===== config.mk =====
export PLATFORM = sky130hd
export DESIGN_NAME = fetch_control
export DESIGN_NICKNAME = d
export VERILOG_FILES = /design/src/rtl/cpu_consts.sv /design/src/rtl/fetch_control.sv
export SDC_FILE = /design/constraint.sdc
export NUM_CORES = 1
export LEC_CHECK = 0
export CAP_MARGIN = 20
export CELL_PAD_IN_SITES_DETAIL_PLACEMENT = 1
export CELL_PAD_IN_SITES_GLOBAL_PLACEMENT = 1
export CORE_MARGIN = 2
export CORE_UTILIZATION = 34
export CTS_CLUSTER_SIZE = 40
export DETAILED_ROUTE_END_ITERATION = 16
export GPL_TIMING_DRIVEN = 0
export PLACE_DENSITY_LB_ADDON = 0.2
export SLEW_MARGIN = 10
export SYNTH_ARGS = -nofsm -noshare
export SYNTH_HDL_FRONTEND = slang
export SYNTH_SLANG_ARGS = --single-unit

===== constraint.sdc =====
create_clock -name clk -period 1.92 [get_ports clk]
set_input_delay 0.192 -clock clk [delete_from_list [all_inputs] [get_ports clk]]
set_output_delay 0.192 -clock clk [all_outputs]
set_load 0.01 [all_outputs]

===== src/rtl/cpu_consts.sv =====
// cpu_consts: shared fetch state encoding and instruction constants
package cpu_consts;
    typedef enum logic [2:0] {IDLE, REQ, WAIT, HOLD, DROP} fetch_state_t;
    localparam logic [31:0] NOP_INSTR = 32'h0000_0013;
endpackage


===== src/rtl/fetch_control.sv =====
// fetch_control: single-outstanding instruction fetch FSM with redirect handling; optional FETCH_MISALIGN_CHECK_EN halts on misaligned redirects
module fetch_control
    import cpu_consts::*;
#(
    parameter logic [63:0] RESET_PC = 64'h0000_0000_8000_0000
) (
    input  logic        clk,
    input  logic        resetn,
    input  logic        redirect_i,
    input  logic [63:0] redirect_pc_i,
    output logic        imem_req_valid_o,
    input  logic        imem_req_ready_i,
    output logic [63:0] imem_req_addr_o,
    input  logic        imem_rsp_valid_i,
    input  logic [31:0] imem_rsp_instr_i,
    output logic        fetch_valid_o,
    input  logic        fetch_ready_i,
    output logic [31:0] fetch_instr_o,
    output logic [63:0] fetch_pc_o
`ifdef FETCH_MISALIGN_CHECK_EN
    ,
    output logic        fetch_misaligned_o
`endif
);
    fetch_state_t state_q, state_d;
    logic [63:0] pc_q, pc_d, rsp_pc_q, rsp_pc_d, fpc_d, rpc;
    logic [31:0] instr_d;
    logic        halt_q;
`ifdef FETCH_MISALIGN_CHECK_EN
    logic halt_d;
    assign fetch_misaligned_o = halt_q;
    assign rpc = redirect_pc_i;
`else
    assign halt_q = 1'b0;
    assign rpc = redirect_pc_i & ~64'd3;
`endif
    assign imem_req_valid_o = (state_q == REQ);
    assign fetch_valid_o    = (state_q == HOLD);
    assign imem_req_addr_o  = pc_q;
    // next state, next PC and output-register load; redirect wins everywhere except IDLE
    always_comb begin
        state_d  = state_q;
        pc_d     = pc_q;
        rsp_pc_d = rsp_pc_q;
        instr_d  = fetch_instr_o;
        fpc_d    = fetch_pc_o;
        case (state_q)
            IDLE: state_d = halt_q ? IDLE : REQ;
            REQ: begin
                if (redirect_i) begin
                    pc_d    = rpc;
                    state_d = imem_req_ready_i ? DROP : REQ;
                end else if (imem_req_ready_i) begin
                    rsp_pc_d = pc_q;
                    pc_d     = pc_q + 64'd4;
                    state_d  = WAIT;
                end
            end
            WAIT: begin
                if (redirect_i) begin
                    pc_d    = rpc;
                    state_d = imem_rsp_valid_i ? REQ : DROP;
                end else if (imem_rsp_valid_i) begin
                    instr_d = imem_rsp_instr_i;
                    fpc_d   = rsp_pc_q;
                    state_d = HOLD;
                end
            end
            HOLD: begin
                if (redirect_i) pc_d = rpc;
                if (redirect_i || fetch_ready_i) state_d = REQ;
            end
            DROP: begin
                if (redirect_i) pc_d = rpc;
                if (imem_rsp_valid_i) state_d = REQ;
            end
            default: state_d = IDLE;
        endcase
`ifdef FETCH_MISALIGN_CHECK_EN
        halt_d = halt_q;
        if (redirect_i && |redirect_pc_i[1:0] && state_q != IDLE) begin
            halt_d  = 1'b1;
            fpc_d   = redirect_pc_i;
            state_d = IDLE;
        end
`endif
    end
    // state, PC and decode-facing output registers
    always_ff @(posedge clk or negedge resetn) begin
        if (!resetn) begin
            state_q       <= IDLE;
            pc_q          <= RESET_PC;
            rsp_pc_q      <= 64'd0;
            fetch_instr_o <= NOP_INSTR;
            fetch_pc_o    <= 64'd0;
`ifdef FETCH_MISALIGN_CHECK_EN
            halt_q        <= 1'b0;
`endif
        end else begin
            state_q       <= state_d;
            pc_q          <= pc_d;
            rsp_pc_q      <= rsp_pc_d;
            fetch_instr_o <= instr_d;
            fetch_pc_o    <= fpc_d;
`ifdef FETCH_MISALIGN_CHECK_EN
            halt_q        <= halt_d;
`endif
        end
    end
endmodule

==> results of run 1 <==
## power groups by stage
| stage | sequential (mW) | clock (mW) | combinational (mW) |
|---|---|---|---|
| 2_1_floorplan | 8.82 | 0 | 4.29 |
| 3_3_place_gp | 8.75 | 0 | 9.58 |
| 3_5_place_dp | 8.82 | 0 | 9.84 |
| 4_1_cts | 8.74 | 5.22 | 12.9 |
| 5_1_grt | 9.06 | 5.40 | 15.4 |
| 6_report | 8.81 | 5.14 | 14.6 |
## cell type report
| cell class | instances | area [µm²] | share of cell area |
|---|---|---|---|
| clock buffer | 44 | 830 | 0.0472 |
| clock inverter | 6 | 61.3 | 0.00349 |
| timing repair buffer | 408 | 4110 | 0.234 |
| buffer | 76 | 915 | 0.0521 |
| inverter | 4 | 15.0 | 0.000855 |
| multi-input combinational | 742 | 5550 | 0.316 |
| tap | 396 | 495 | 0.0282 |
| sequential | 221 | 5580 | 0.318 |
## registers in the layout, summed over array words and instances (netlist names)
register	cells
fetch_pc_o	62
imem_req_addr_o	62
rsp_pc_q	62
fetch_instr_o	32
state_q	3
## routing by layer
metal,vias to the layer above,track usage,share of wire
met5,-,0,0
met4,0,0.131,0.051
met3,151,0.0656,0.077
met2,566,0.435,0.47
met1,5432,0.346,0.40
li1,4616,-,-
## worst min path at each step
stage | from | to | slack (ns) | depth (start not counted)
3_3_place_gp | rsp_pc_q[25]$_DFFE_PN0P_ | rsp_pc_q[25]$_DFFE_PN0P_ | 0.45 | 2
5_1_grt | resetn | fetch_instr_o[13]$_DFFE_PN0P_ | 0.16 | 2
4_1_cts | resetn | fetch_instr_o[13]$_DFFE_PN0P_ | 0.13 | 2
2_1_floorplan | resetn | fetch_instr_o[10]$_DFFE_PN0P_ | -0.10 | 0
3_5_place_dp | resetn | fetch_instr_o[13]$_DFFE_PN0P_ | 0.09 | 1
6_report | resetn | fetch_instr_o[13]$_DFFE_PN0P_ | 0.13 | 2
## timing repair
item                                    CTS  global route
endpoints found under the hold margin   176             0
cloned                                   12             1
resized for setup                       366           135
endpoints found under the setup margin  221           206
pin swaps                                52            38
hold buffers                              1             0
setup buffers                            72            66
## cell families (layout without fill, tap and decap cells)
| family | Yosys count | in the layout |
|---|---|---|
| simple gates | 481 | 481 |
| buf+inv | 84 | 538 |
| mux | 95 | 95 |
| compound gates | 161 | 161 |
| other cells | 1 | 4 |
| flops | 221 | 221 |
| fa+ha+maj | 1 | 1 |
## worst reg2reg max path, stage by stage (launching register included)
cell and delay, ns:
dfrtp_2 0.46, nand4_1 0.20, nor3_4 0.34, buf_4 0.18, nand2_2 0.10, o311a_1 0.34, a2111o_1 0.43
## per-stage QoR
step,cells,power (mW)
after floorplan,1047,13.1
after global placement,1700,18.3
after detailed placement,1703,18.7
after CTS,1838,26.9
after global routing,1897,29.9
final,1897,28.6
## layout by cell type (no fill, tap or decap), types with 7 or more instances in the layout
cell             count
clkdlybuf4s50_1    254
nand2_1            231
dfrtp_1            181
buf_4              117
mux2_4              64
nand3_1             45
buf_6               40
dfrtp_2             36
clkbuf_16           33
mux2_2              30
nand4_1             25
nor2_1              23
a21oi_2             23
or3_1               19
and3_1              18
buf_12              17
nor3_1              17
a21oi_1             16
buf_8               15
o21ai_0             15
and4_1              12
clkbuf_8            11
clkbuf_2            10
buf_16              10
o22a_1               9
and2_1               8
o211ai_1             8
clkbuf_1             8
clkbuf_4             7
nor2_4               7
and3_4               7
a31oi_1              7
nor3_2               7
o21ai_1              7
nor2_2               7
o22ai_1              7
==> impl_metrics.json, run 1 <==
{
  "crit_cells": 6,
  "combPwrFrac": 0.512,
  "status": "finished, violations left",
  "worstSetupStartpointType": "flop",
  "drc": 0,
  "yosys-top-cells-count": "234 x nand2_1, 217 x dfrtp_1, 94 x mux2_2",
  "timing.rr.start": "imem_req_addr_o[4]$_DFFE_PN0P_",
  "placed_area_um2": 13700,
  "nNetsFinal": 1583,
  "post_drt_wl_per_cell_um": 24.8,
  "crit_arrival_ns": 2.59,
  "syn-cell-area_um2": 10500,
  "grt_max_degree": 107,
  "num_antenna_cells": 0,
  "dp_hpwl_um": 27800,
  "synth_compound_area_frac": 0.106,
  "power.density_nw_per_um2": 1630,
  "cts_num_sinks": 221,
  "critical_path_class": "reg -> reg",
  "skew_ns": 0.0174,
  "min_period_ns": 2.17,
  "cts_tree": "yes",
  "avgSynthCellArea_um2": 10.0,
  "violations": "negative setup slack",
  "critPathMaxStageDelay_ns": 0.46,
  "setup.worst_path.start": "imem_req_addr_o[4]$_DFFE_PN0P_",
  "gr-total-overflow": 0,
  "p_clk_frac": 0.180,
  "netlist.area_leader.share": 0.518,
  "synthSimpleGateAreaFrac": 0.225,
  "yosys_most_used_dff": "dfrtp_1",
  "finalWorstSetupSlack_ns": -0.255,
  "first_iter_violations": 849,
  "fin_util": 0.576,
  "fin_hold_ws_ns": 0.128,
  "drt_wl_total_um": 47100,
  "cell_internal_pwr_mw": 17.7,
  "clkLatencyLatePin_ns": 0.55,
  "coreArea_um2": 30500,
  "dieArea_um2": 32300,
  "rsz0062_at_grt": "yes",
  "place_congestion": 0.847,
  "cts_buffer_depth": 3,
  "ir_drop_uv": 764,
  "fillers": 3189,
  "die_w_um": 180,
  "reg2reg_setup_slack_ns": -0.25,
  "design_area_um2": 17600,
  "clock.fmax_mhz": 460,
  "worst_slew_margin_rel": 0.596,
  "end_kind": "flop",
  "grt_pass1_vias": 11228,
  "start_util": 0.344,
  "crit_family": "compound AO/OA/AOI/OAI gates",
  "setup_viol": 94,
  "ys_seq_area_frac": 0.528,
  "layout-drive-gt1-share": 0.358,
  "grt_pass1_wl_um": 68700,
  "ys_types": 69,
  "ys_ff_latch": 221,
  "muxShareOfSynthArea": 0.102,
  "yosys_warnings": 0,
  "switching_share": 0.382,
  "cp_cell_sequence": "nand4_1 > nor3_4 > buf_4 > nand2_2 > o311a_1 > a2111o_1",
  "p_leak_nw": 7.72,
  "area_growth_pct": 67.4,
  "die_y_um": 180,
  "num_rows": 64,
  "crit_buf_inv": 1,
  "synthXorXnorAreaFrac": 0,
  "fin_setup_tns_ns": -7.11,
  "clk_pin_slew_ns": 0.06,
  "min_path_type": "in -> async",
  "finalCritPeriodShare": 1.13,
  "synthAdderAreaFrac": 0.00119,
  "grt_usage": 0.272,
  "tightest_slew_ns": 0.601,
  "num_vias": 10765,
  "place_ws_ns": -1.28,
  "dr.pass1.iters": 5,
  "cp.required_ns": 2.33,
  "synth_area_leaders": "dfrtp_1 52%, mux2_2 10%, nand2_1 8.4%, nand3_1 2.4%, a21oi_1 2.1%",
  "seq_power_share": 0.308,
  "netlist_instances": 1044,
  "htreeDepth": 1,
  "crit_end": "imem_req_addr_o[49]$_DFFE_PN0P_",
  "synth_top_family_by_area": "simple AND/OR/NAND/NOR gates",
  "cts_root_buf": "clkbuf_16",
  "r2r_end": "imem_req_addr_o[49]$_DFFE_PN0P_",
  "vias_per_cell": 5.67,
  "r2r_cells": 6,
  "synth_top_cell_by_area": "dfrtp_1",
  "antenna_found_initial": 0,
  "ios": 264,
  "cts_buffers": 27,
  "synth_edf_count": 0,
  "async_flop_share": 1.00,
  "finalHoldViolCount": 0,
  "port_buffers": 257,
  "postRouteAntennaNets": 0,
  "cp_slowest_cell": "dfrtp_2",
  "crit_path_max_fanout": 9,
  "power.switching_mw": 10.9,
  "cap_violations": 0,
  "synth_most_common_cell": "nand2_1",
  "slew_violations": 0
}
No activity file was read; power rests on OpenSTA's default activity.
==> inputs of run 2 (changes only) <==
CORE_UTILIZATION = 35   (was 34)
clock period = 2.7 ns   (was 1.92 ns; I/O delays follow)
==> run 2 against run 1 <==
First-iteration DRC count down 28%. Final area down 17%. Critical path depth is the same. Critical path type unchanged. The run now ends clean. Sequential power shrank 30%.
==> impl_metrics.json, run 2 (synthesis gave the netlist of run 1 again) <==
{
  "power_mw": 16.9,
  "p_leak_nw": 6.44,
  "crit_buf_inv": 0,
  "postCtsSetupBuffers": 0,
  "clk_pin_slew_ns": 0.06,
  "p_clk_frac": 0.222,
  "cp.required_ns": 3.10,
  "min_period_ns": 2.58,
  "cts_buffers": 26,
  "multi_input_area_um2": 4580,
  "grt_pass1_wl_um": 59300,
  "combPwrFrac": 0.410,
  "num_rows": 63,
  "critPathMaxStageDelay_ns": 0.64,
  "gr-total-overflow": 0,
  "post_drt_wl_per_cell_um": 21.8,
  "timing.rr.start": "imem_req_addr_o[3]$_DFFE_PN0P_",
  "layout-drive-gt1-share": 0.162,
  "htreeDepth": 1,
  "fin_hold_ws_ns": 0.264,
  "grt_pass1_vias": 10061,
  "fillers": 3296,
  "slew_violations": 0,
  "antenna_found_initial": 2,
  "tightest_slew_ns": 0.775,
  "first_iter_violations": 615,
  "power.switching_mw": 6.36,
  "placed_area_um2": 13600,
  "place_congestion": 0.890,
  "seq_power_share": 0.368,
  "port_buffers": 257,
  "skew_ns": 0.0142,
  "critical_path_class": "reg -> reg",
  "cts_num_sinks": 221,
  "area_growth_pct": 39.0,
  "vias_per_cell": 5.44,
  "postRouteAntennaNets": 0,
  "cts_tree": "yes",
  "cp_cell_sequence": "ha_1 > and3_1 > nand3_2 > or4_1 > nor4_1 > nor3_1",
  "switching_share": 0.377,
  "clkLatencyLatePin_ns": 0.53,
  "start_util": 0.355,
  "cts_root_buf": "clkbuf_16",
  "r2r_cells": 6,
  "grt_usage": 0.244,
  "dieArea_um2": 31400,
  "status": "complete, no violations",
  "cts_buffer_depth": 3,
  "crit_family": "simple AND/OR/NAND/NOR gates",
  "worstSetupStartpointType": "flop",
  "ir_drop_uv": 513,
  "finalHoldViolCount": 0,
  "cell_internal_pwr_mw": 10.5,
  "final_cell_mix": "256 x clkdlybuf4s50_1, 234 x nand2_1, 217 x dfrtp_1, 94 x mux2_2, 51 x nand3_1",
  "ios": 264,
  "design_area_um2": 14600,
  "worst_slew_margin_rel": 0.481,
  "finalCritPeriodShare": 0.955,
  "end_kind": "flop",
  "nNetsFinal": 1438,
  "clock.fmax_mhz": 388,
  "drt_wl_total_um": 38000,
  "die_y_um": 177,
  "crit_arrival_ns": 2.98,
  "final_common_cell": "clkdlybuf4s50_1",
  "seqCellArea_um2": 5540,
  "drc": 0,
  "dr.pass1.iters": 5,
  "cp_slowest_cell": "or4_1",
  "num_vias": 9509,
  "power.density_nw_per_um2": 1160,
  "cap_violations": 0,
  "setup_viol": 0,
  "coreArea_um2": 29600,
  "r2r_end": "imem_req_addr_o[62]$_DFFE_PN0P_",
  "grt_max_degree": 97,
  "die_w_um": 177,
  "crit_path_max_fanout": 9,
  "min_path_type": "in -> async",
  "dp_hpwl_um": 27300,
  "reg2reg_setup_slack_ns": 0.12,
  "rsz0062_at_grt": "no"
}
[run 2: cell count changes in the layout (fill, tap and decap cells not counted), moves of 36 or more]
cell / before / now
buf_4: 117 / 9
buf_6: 40 / 0
mux2_4: 64 / 0
dfrtp_1: 181 / 217
mux2_2: 30 / 94
dfrtp_2: 36 / 0
[run 2: layout make-up]
cell class                 instances  area share
sequential                       221       0.380
multi-input combinational        742       0.314
timing repair buffer             260       0.181
clock buffer                      39      0.0542
tap                              390      0.0335
buffer                            80      0.0270
clock inverter                     9     0.00875
inverter                           4     0.00103
antenna                            2    0.000343
[run 2: metal layers]
metal / up-vias / global-route usage / wire, µm
met5: - / 0 / 0
met4: 0 / 0.0737 / 1030
met3: 65 / 0.0466 / 2710
met2: 338 / 0.400 / 17900
met1: 4781 / 0.326 / 16400
li1: 4325 / - / -
[run 2: worst reg2reg max path, stage by stage, from the launching register on]
cell     delay, ns
dfrtp_1       0.48
ha_1          0.28
and3_1        0.29
nand3_2       0.28
or4_1         0.64
nor4_1        0.40
nor3_1        0.08
[run 2: worst max-delay path by stage]
| stage | startpoint | end | slack [ns] | cells after the start |
|---|---|---|---|---|
| 3_3_place_gp | resetn | fetch_pc_o[13]$_DFFE_PN0P_ | -8.60 | 1 |
| 4_1_cts | state_q[2]$_DFFE_PN0P_ | imem_req_addr_o[62]$_DFFE_PN0P_ | 0.02 | 7 |
| 3_5_place_dp | redirect_i | fetch_pc_o[10]$_DFFE_PN0P_ | -0.74 | 5 |
| 6_report | imem_req_addr_o[3]$_DFFE_PN0P_ | imem_req_addr_o[62]$_DFFE_PN0P_ | 0.12 | 6 |
| 5_1_grt | state_q[0]$_DFFE_PN0P_ | fetch_pc_o[10]$_DFFE_PN0P_ | 0.005 | 5 |
| 2_1_floorplan | imem_req_addr_o[31]$_DFFE_PN1P_ | imem_req_addr_o[54]$_DFFE_PN0P_ | 0.54 | 7 |
[run 2: repair_timing]
action / CTS / global route
hold buffers: 1 / 0
resized for setup: 4 / 17
endpoints found under the hold margin: 59 / 0
setup endpoints to repair: 69 / 23
[run 2: power by group through the flow]
stage,clock network (mW),logic [mW],registers (mW)
finish,3.74,6.92,6.21
global route,3.96,7.53,6.45
CTS,3.83,6.95,6.21
detailed placement,0,6.89,6.25
global placement,0,6.72,6.19
floorplan,0,3.01,6.26
[run 2: stage by stage]
stage	std cells	util	worst slack, ns	setup TNS, ns
after floorplan	1047	-	0.543	0
after global placement	1694	0.459	-8.60	-1930.76
after detailed placement	1696	0.461	-0.737	-57.07
after CTS	1745	0.492	0.0160	0
after global routing	1747	0.493	0.00506	0
final	1747	0.493	0.121	0
==> inputs of run 3 (changes only) <==
CAP_MARGIN = 10   (was 20)
CTS_CLUSTER_SIZE = not set   (was 40)
==> results of run 3 <==
Final layout, timing and power as in run 2 (identical DEF).
==> edit 1 (flow settings as in run 1) <==
Re-encode `fetch_state_t` (5 states) as one-hot, 5 bits wide.
--- a/src/rtl/cpu_consts.sv
+++ b/src/rtl/cpu_consts.sv
@@ -1,6 +1,6 @@
 // cpu_consts: shared fetch state encoding and instruction constants
 package cpu_consts;
-    typedef enum logic [2:0] {IDLE, REQ, WAIT, HOLD, DROP} fetch_state_t;
+    typedef enum logic [4:0] {IDLE = 5'b00001, REQ = 5'b00010, WAIT = 5'b00100, HOLD = 5'b01000, DROP = 5'b10000} fetch_state_t;
     localparam logic [31:0] NOP_INSTR = 32'h0000_0013;
 endpackage
 
Behaviour: no difference found for any inputs over 4 cycles, from zero or initial values and one cycle with resetn low; so few cycles prove little.
==> edit 1 against run 1 <==
Hold slack improved by 0.033 ns. Highest routed layer is now met5. Die area grew 3.0%. The run still ends with negative setup slack left. Wire length up 12%. Sequential cell count grew 2. Critical endpoint is now imem_req_addr_o[50]. Worst setup slack lost 0.55 ns. Design area rose by 5.0%. Power is 2.5% lower. Area after synthesis increased by 3.0%. Critical path depth did not move. Core utilization increased by 1.2 points. Largest power group unchanged. Fmax decreased by 20%.
==> edit 1: results (changes against run 1) <==
[cts]
clockBufferDepth=3  ; unchanged
numCtsBuffers=27  ; unchanged
clk_latency_ns=0.57  ; +0.02 ns
root_buffer=clkbuf_16
h-tree-depth=1  ; unchanged
clk_transition_reported_paths_ns=0.08  ; +0.02 ns
hold_buffers=1  ; unchanged
cts_resized=282  ; -23%
cts_setup_buffers=104  ; +44%

[placed_design]
dpl.hpwl_um=29500  ; +6.0%
place_congestion=0.882  ; +4.1%
numPortBuffers=256  ; -0.39%
dpl_cell_area_um2=14200  ; +3.9%

[yosys]
ys_seq_area_frac=0.517  ; -0.0108
synth_common_cells=dfrtp_1 (218), mux2_2 (135), clkbuf_1 (69), nand2_1 (57), nand3_1 (42)
synth-async-reset-ratio=1.00  ; unchanged
synth_area_leaders=dfrtp_1 (50%), mux2_2 (14%), clkbuf_1 (2.4%), nand2_1 (2.0%), nand3_1 (1.9%)
yosys_warnings=0  ; unchanged
yosysUniqueCellTypes=65  ; -5.8%

[global_routing]
track_usage=0.279  ; +0.00702
antenna_found_initial=3  ; +3
grt_max_degree=85  ; -21%
grtUsageMet2=0.446  ; +0.0112
grt_pass1_wl_um=70800  ; +3.0%
global_route.usage.met3=0.0565  ; -0.00916
grt_pass1_vias=11400  ; +1.7%
grt_use_met1=0.356  ; +0.00988

[status]
outcome=complete, but fails checks
violations=negative setup slack

[timing]
holdWs_ns=0.161  ; +0.0330 ns
relSlewSlack=0.478  ; -0.118
setup_slack_ns=-0.806  ; -0.551 ns
setup_tns_ns=-27.83  ; -20.72 ns
fin_skew_ns=0.0267  ; +0.00928 ns
setup_viol=127  ; +35%

[finish]
drive_gt1_frac=0.418  ; +0.0593
final_nets=1540  ; -2.7%

[detailed_routing]
drtPass1Iterations=5  ; unchanged
drtIter0Drc=1015  ; +20%
met1_length_um=20400  ; +7.7%
wl_um=52600  ; +12%
wl_met2_um=23900  ; +8.0%
dr.max_layer_used=met5
wl_met3_um=4610  ; +27%
avgViaCountPerCell=6.07  ; +6.9%

[min_path]
hold_path.class=in -> async

[critical_path]
max_stage_delay_ns=0.59  ; +0.13 ns
cpMaxStageDelayCell=or4_4
cp.arrival_ns=3.13  ; +0.54 ns
crit_path_max_fanout=8  ; -1

[power_and_ir_drop]
ir_drop_uv=779  ; +2.0%
leakage_nw=7.80  ; +1.0%

edit 1: per-stage QoR:
step / std cells / setup WS (ns) / total power [W]
floorplan: 989 / -0.373 / 0.0129
global placement: 1647 / -10.25 / 0.0176
finish: 1861 / -0.806 / 0.0279
global route: 1861 / -0.897 / 0.0289
CTS: 1808 / -0.436 / 0.0259
detailed placement: 1649 / -1.11 / 0.0179
edit 1: layout make-up:
class / count / area, µm²
well taps: 402 / 503
multi-input cells: 661 / 5920
flip-flops and latches: 223 / 5620
clock inverters: 10 / 135
plain buffers: 71 / 1000
clock buffers: 40 / 774
fillers: 3135 / 13000
repair buffers: 426 / 4370
inverters: 27 / 101
diodes: 1 / 2.50
edit 1: critical path, delay by kind of cell (launching register included):
kind / cells / cell delay, ns
flops: 1 / 0.39
buf+inv: 1 / 0.25
simple gates: 5 / 1.91
edit 1: path summary, 6_finish.rpt:
path                                startpoint             endpoint  cells past startpoint
min reg2reg                       rsp_pc_q[58]         rsp_pc_q[58]                      1
min in group clk              redirect_pc_i[3]   imem_req_addr_o[3]                      3
max                        imem_req_addr_o[23]  imem_req_addr_o[50]                      6
max reg2reg                imem_req_addr_o[23]  imem_req_addr_o[50]                      6
min                                     resetn        fetch_pc_o[5]                      2
max in group asynchronous               resetn     fetch_instr_o[1]                      3
edit 1: logic make-up after synthesis:
| kind of cell | after synthesis | share of synthesized area |
|---|---|---|
| simple gates | 287 | 0.146 |
| flops | 223 | 0.517 |
| compound gates | 217 | 0.142 |
| mux | 147 | 0.152 |
| buf+inv | 106 | 0.0388 |
| xor+xnor | 4 | 0.00324 |
| fa+ha+maj | 1 | 0.00116 |
| other cells | 1 | 0.000347 |
edit 1: report_power, final:
part	internal (W)	switching (W)
Combinational	0.00720	0.00689
Clock	0.00319	0.00216
Sequential	0.00665	0.00179
Total	0.0170	0.0108
==> edit 2 (settings of run 1) <==
Made on the original files. Build with the macro `FETCH_MISALIGN_CHECK_EN` defined.
--- a/src/rtl/fetch_control.sv
+++ b/src/rtl/fetch_control.sv
@@ -1,4 +1,6 @@
 // fetch_control: single-outstanding instruction fetch FSM with redirect handling; optional FETCH_MISALIGN_CHECK_EN halts on misaligned redirects
+`define FETCH_MISALIGN_CHECK_EN
+
 module fetch_control
     import cpu_consts::*;
 #(
Formal check against the unedited RTL (old outputs only; new: fetch_misaligned_o): not equivalent (a bounded check fails within 4 cycles, from zero or initial values and one cycle with resetn low).
==> edit 2 against run 1 <==
The flow still finishes with violations (negative setup slack). Clock power hardly changed. Final cell count is 11% higher. Worst setup slack worse by 0.55 ns. Sequential cell count is 7 higher. Power is 20% higher. Fmax is 20% lower. Design area is 15% higher. Wire length is 46% higher. Area after synthesis is 4.4% higher. Sequential power is 5.3% higher. Hold slack better by 0.024 ns. Synthesized cell count is 16% higher. Core utilization is 6.3 points higher.
==> edit 2: results (changes against run 1) <==
[cts]
clock_sinks=228  ; +3.2%
cts_setup_buffers=91  ; +26%
clk_latency_ns=0.57  ; +0.02 ns

[detailed_routing]
wl_met3_um=7690  ; +110%
wl_um=68600  ; +46%
drtPass1Iterations=6  ; +1
drtIter0Drc=1460  ; +72%
wl_met2_um=30400  ; +37%
dr.max_layer_used=met5
met1_length_um=24200  ; +28%
routedWlPerCell_um=32.4  ; +31%

[placed_design]
place_ws_ns=-1.54  ; -0.262 ns
place_congestion=0.890  ; +5.1%
dp.cells=1874  ; +10%
numPortBuffers=264  ; +2.7%
dpl.hpwl_um=32300  ; +16%

[global_routing]
grt_pass1_wl_um=80000  ; +16%
grt_use_met1=0.396  ; +0.0501
track_usage=0.314  ; +0.0419
antenna_found_initial=3  ; +3
grtUsageMet2=0.505  ; +0.0695

[status]
violations=negative setup slack
outcome=complete, but fails checks

[yosys]
ys_seq_area_frac=0.522  ; -0.00620
synth_area_leaders=dfrtp_1 (51%), nand2_1 (12%), a22oi_1 (4.3%), mux2_2 (3.5%), clkbuf_1 (2.0%)
synth_common_cells=nand2_1 (358), dfrtp_1 (224), a22oi_1 (63), clkbuf_1 (59), nor2_1 (49)
synth_cells=1206  ; +16%
yosysUniqueCellTypes=67  ; -2.9%

[finish]
buffers=541  ; +12%
multi_input_comb_area_um2=6780  ; +22%
n_clock_buffer=39  ; -11%
final-clk-cell-share=0.0414  ; -0.00935
final_core_util=0.638  ; +0.0628
buffer_area_frac=0.311  ; +0.0251
nNonClkInverters=11  ; +7
final_nets=1794  ; +13%
antenna_cells=2  ; +2
nMultiInputCombCells=882  ; +19%

[critical_path]
cp.arrival_ns=3.17  ; +0.58 ns
crit_path_max_fanout=8  ; -1
cpMaxStageDelayCell=dfrtp_1

[timing]
setup_tns_ns=-49.45  ; -42.34 ns
setup_viol=232  ; +150%
fin_skew_ns=0.0212  ; +0.00381 ns
setup_slack_ns=-0.801  ; -0.546 ns

[power_and_ir_drop]
ir_drop_uv=956  ; +25%
p_clk_w=0.00513  ; about the same
leakage_nw=8.65  ; +12%
powerDensity_nw_per_um2=1690  ; +4.0%
p_comb_frac=0.579  ; +0.067

[edit 2: cells by family after synthesis]
group	share of synthesized area
simple gates	0.254
buf+inv	0.0357
flops	0.522
mux	0.0386
fa+ha+maj	0.00114
compound gates	0.149
[edit 2: worst max-delay path: cells and delay by family, from the launching register on]
| family | cells | cell delay (ns) |
|---|---|---|
| AO/OA/AOI/OAI | 1 | 0.21 |
| buffers and inverters | 4 | 0.78 |
| flip-flops | 1 | 0.43 |
| AND/OR/NAND/NOR | 4 | 1.19 |
[edit 2: path summary, 6_finish.rpt]
check,cells after the start,slack (ns),to,from
min in group clk,2,0.24,fetch_instr_o[23],imem_rsp_instr_i[23]
hold / removal,2,0.15,fetch_pc_o[50],resetn
hold reg to reg,2,0.48,fetch_pc_o[2],fetch_pc_o[2]
setup / recovery,9,-0.80,imem_req_addr_o[55],imem_req_addr_o[4]
setup reg to reg,9,-0.80,imem_req_addr_o[55],imem_req_addr_o[4]
max in group asynchronous,4,0.43,imem_req_addr_o[22],resetn
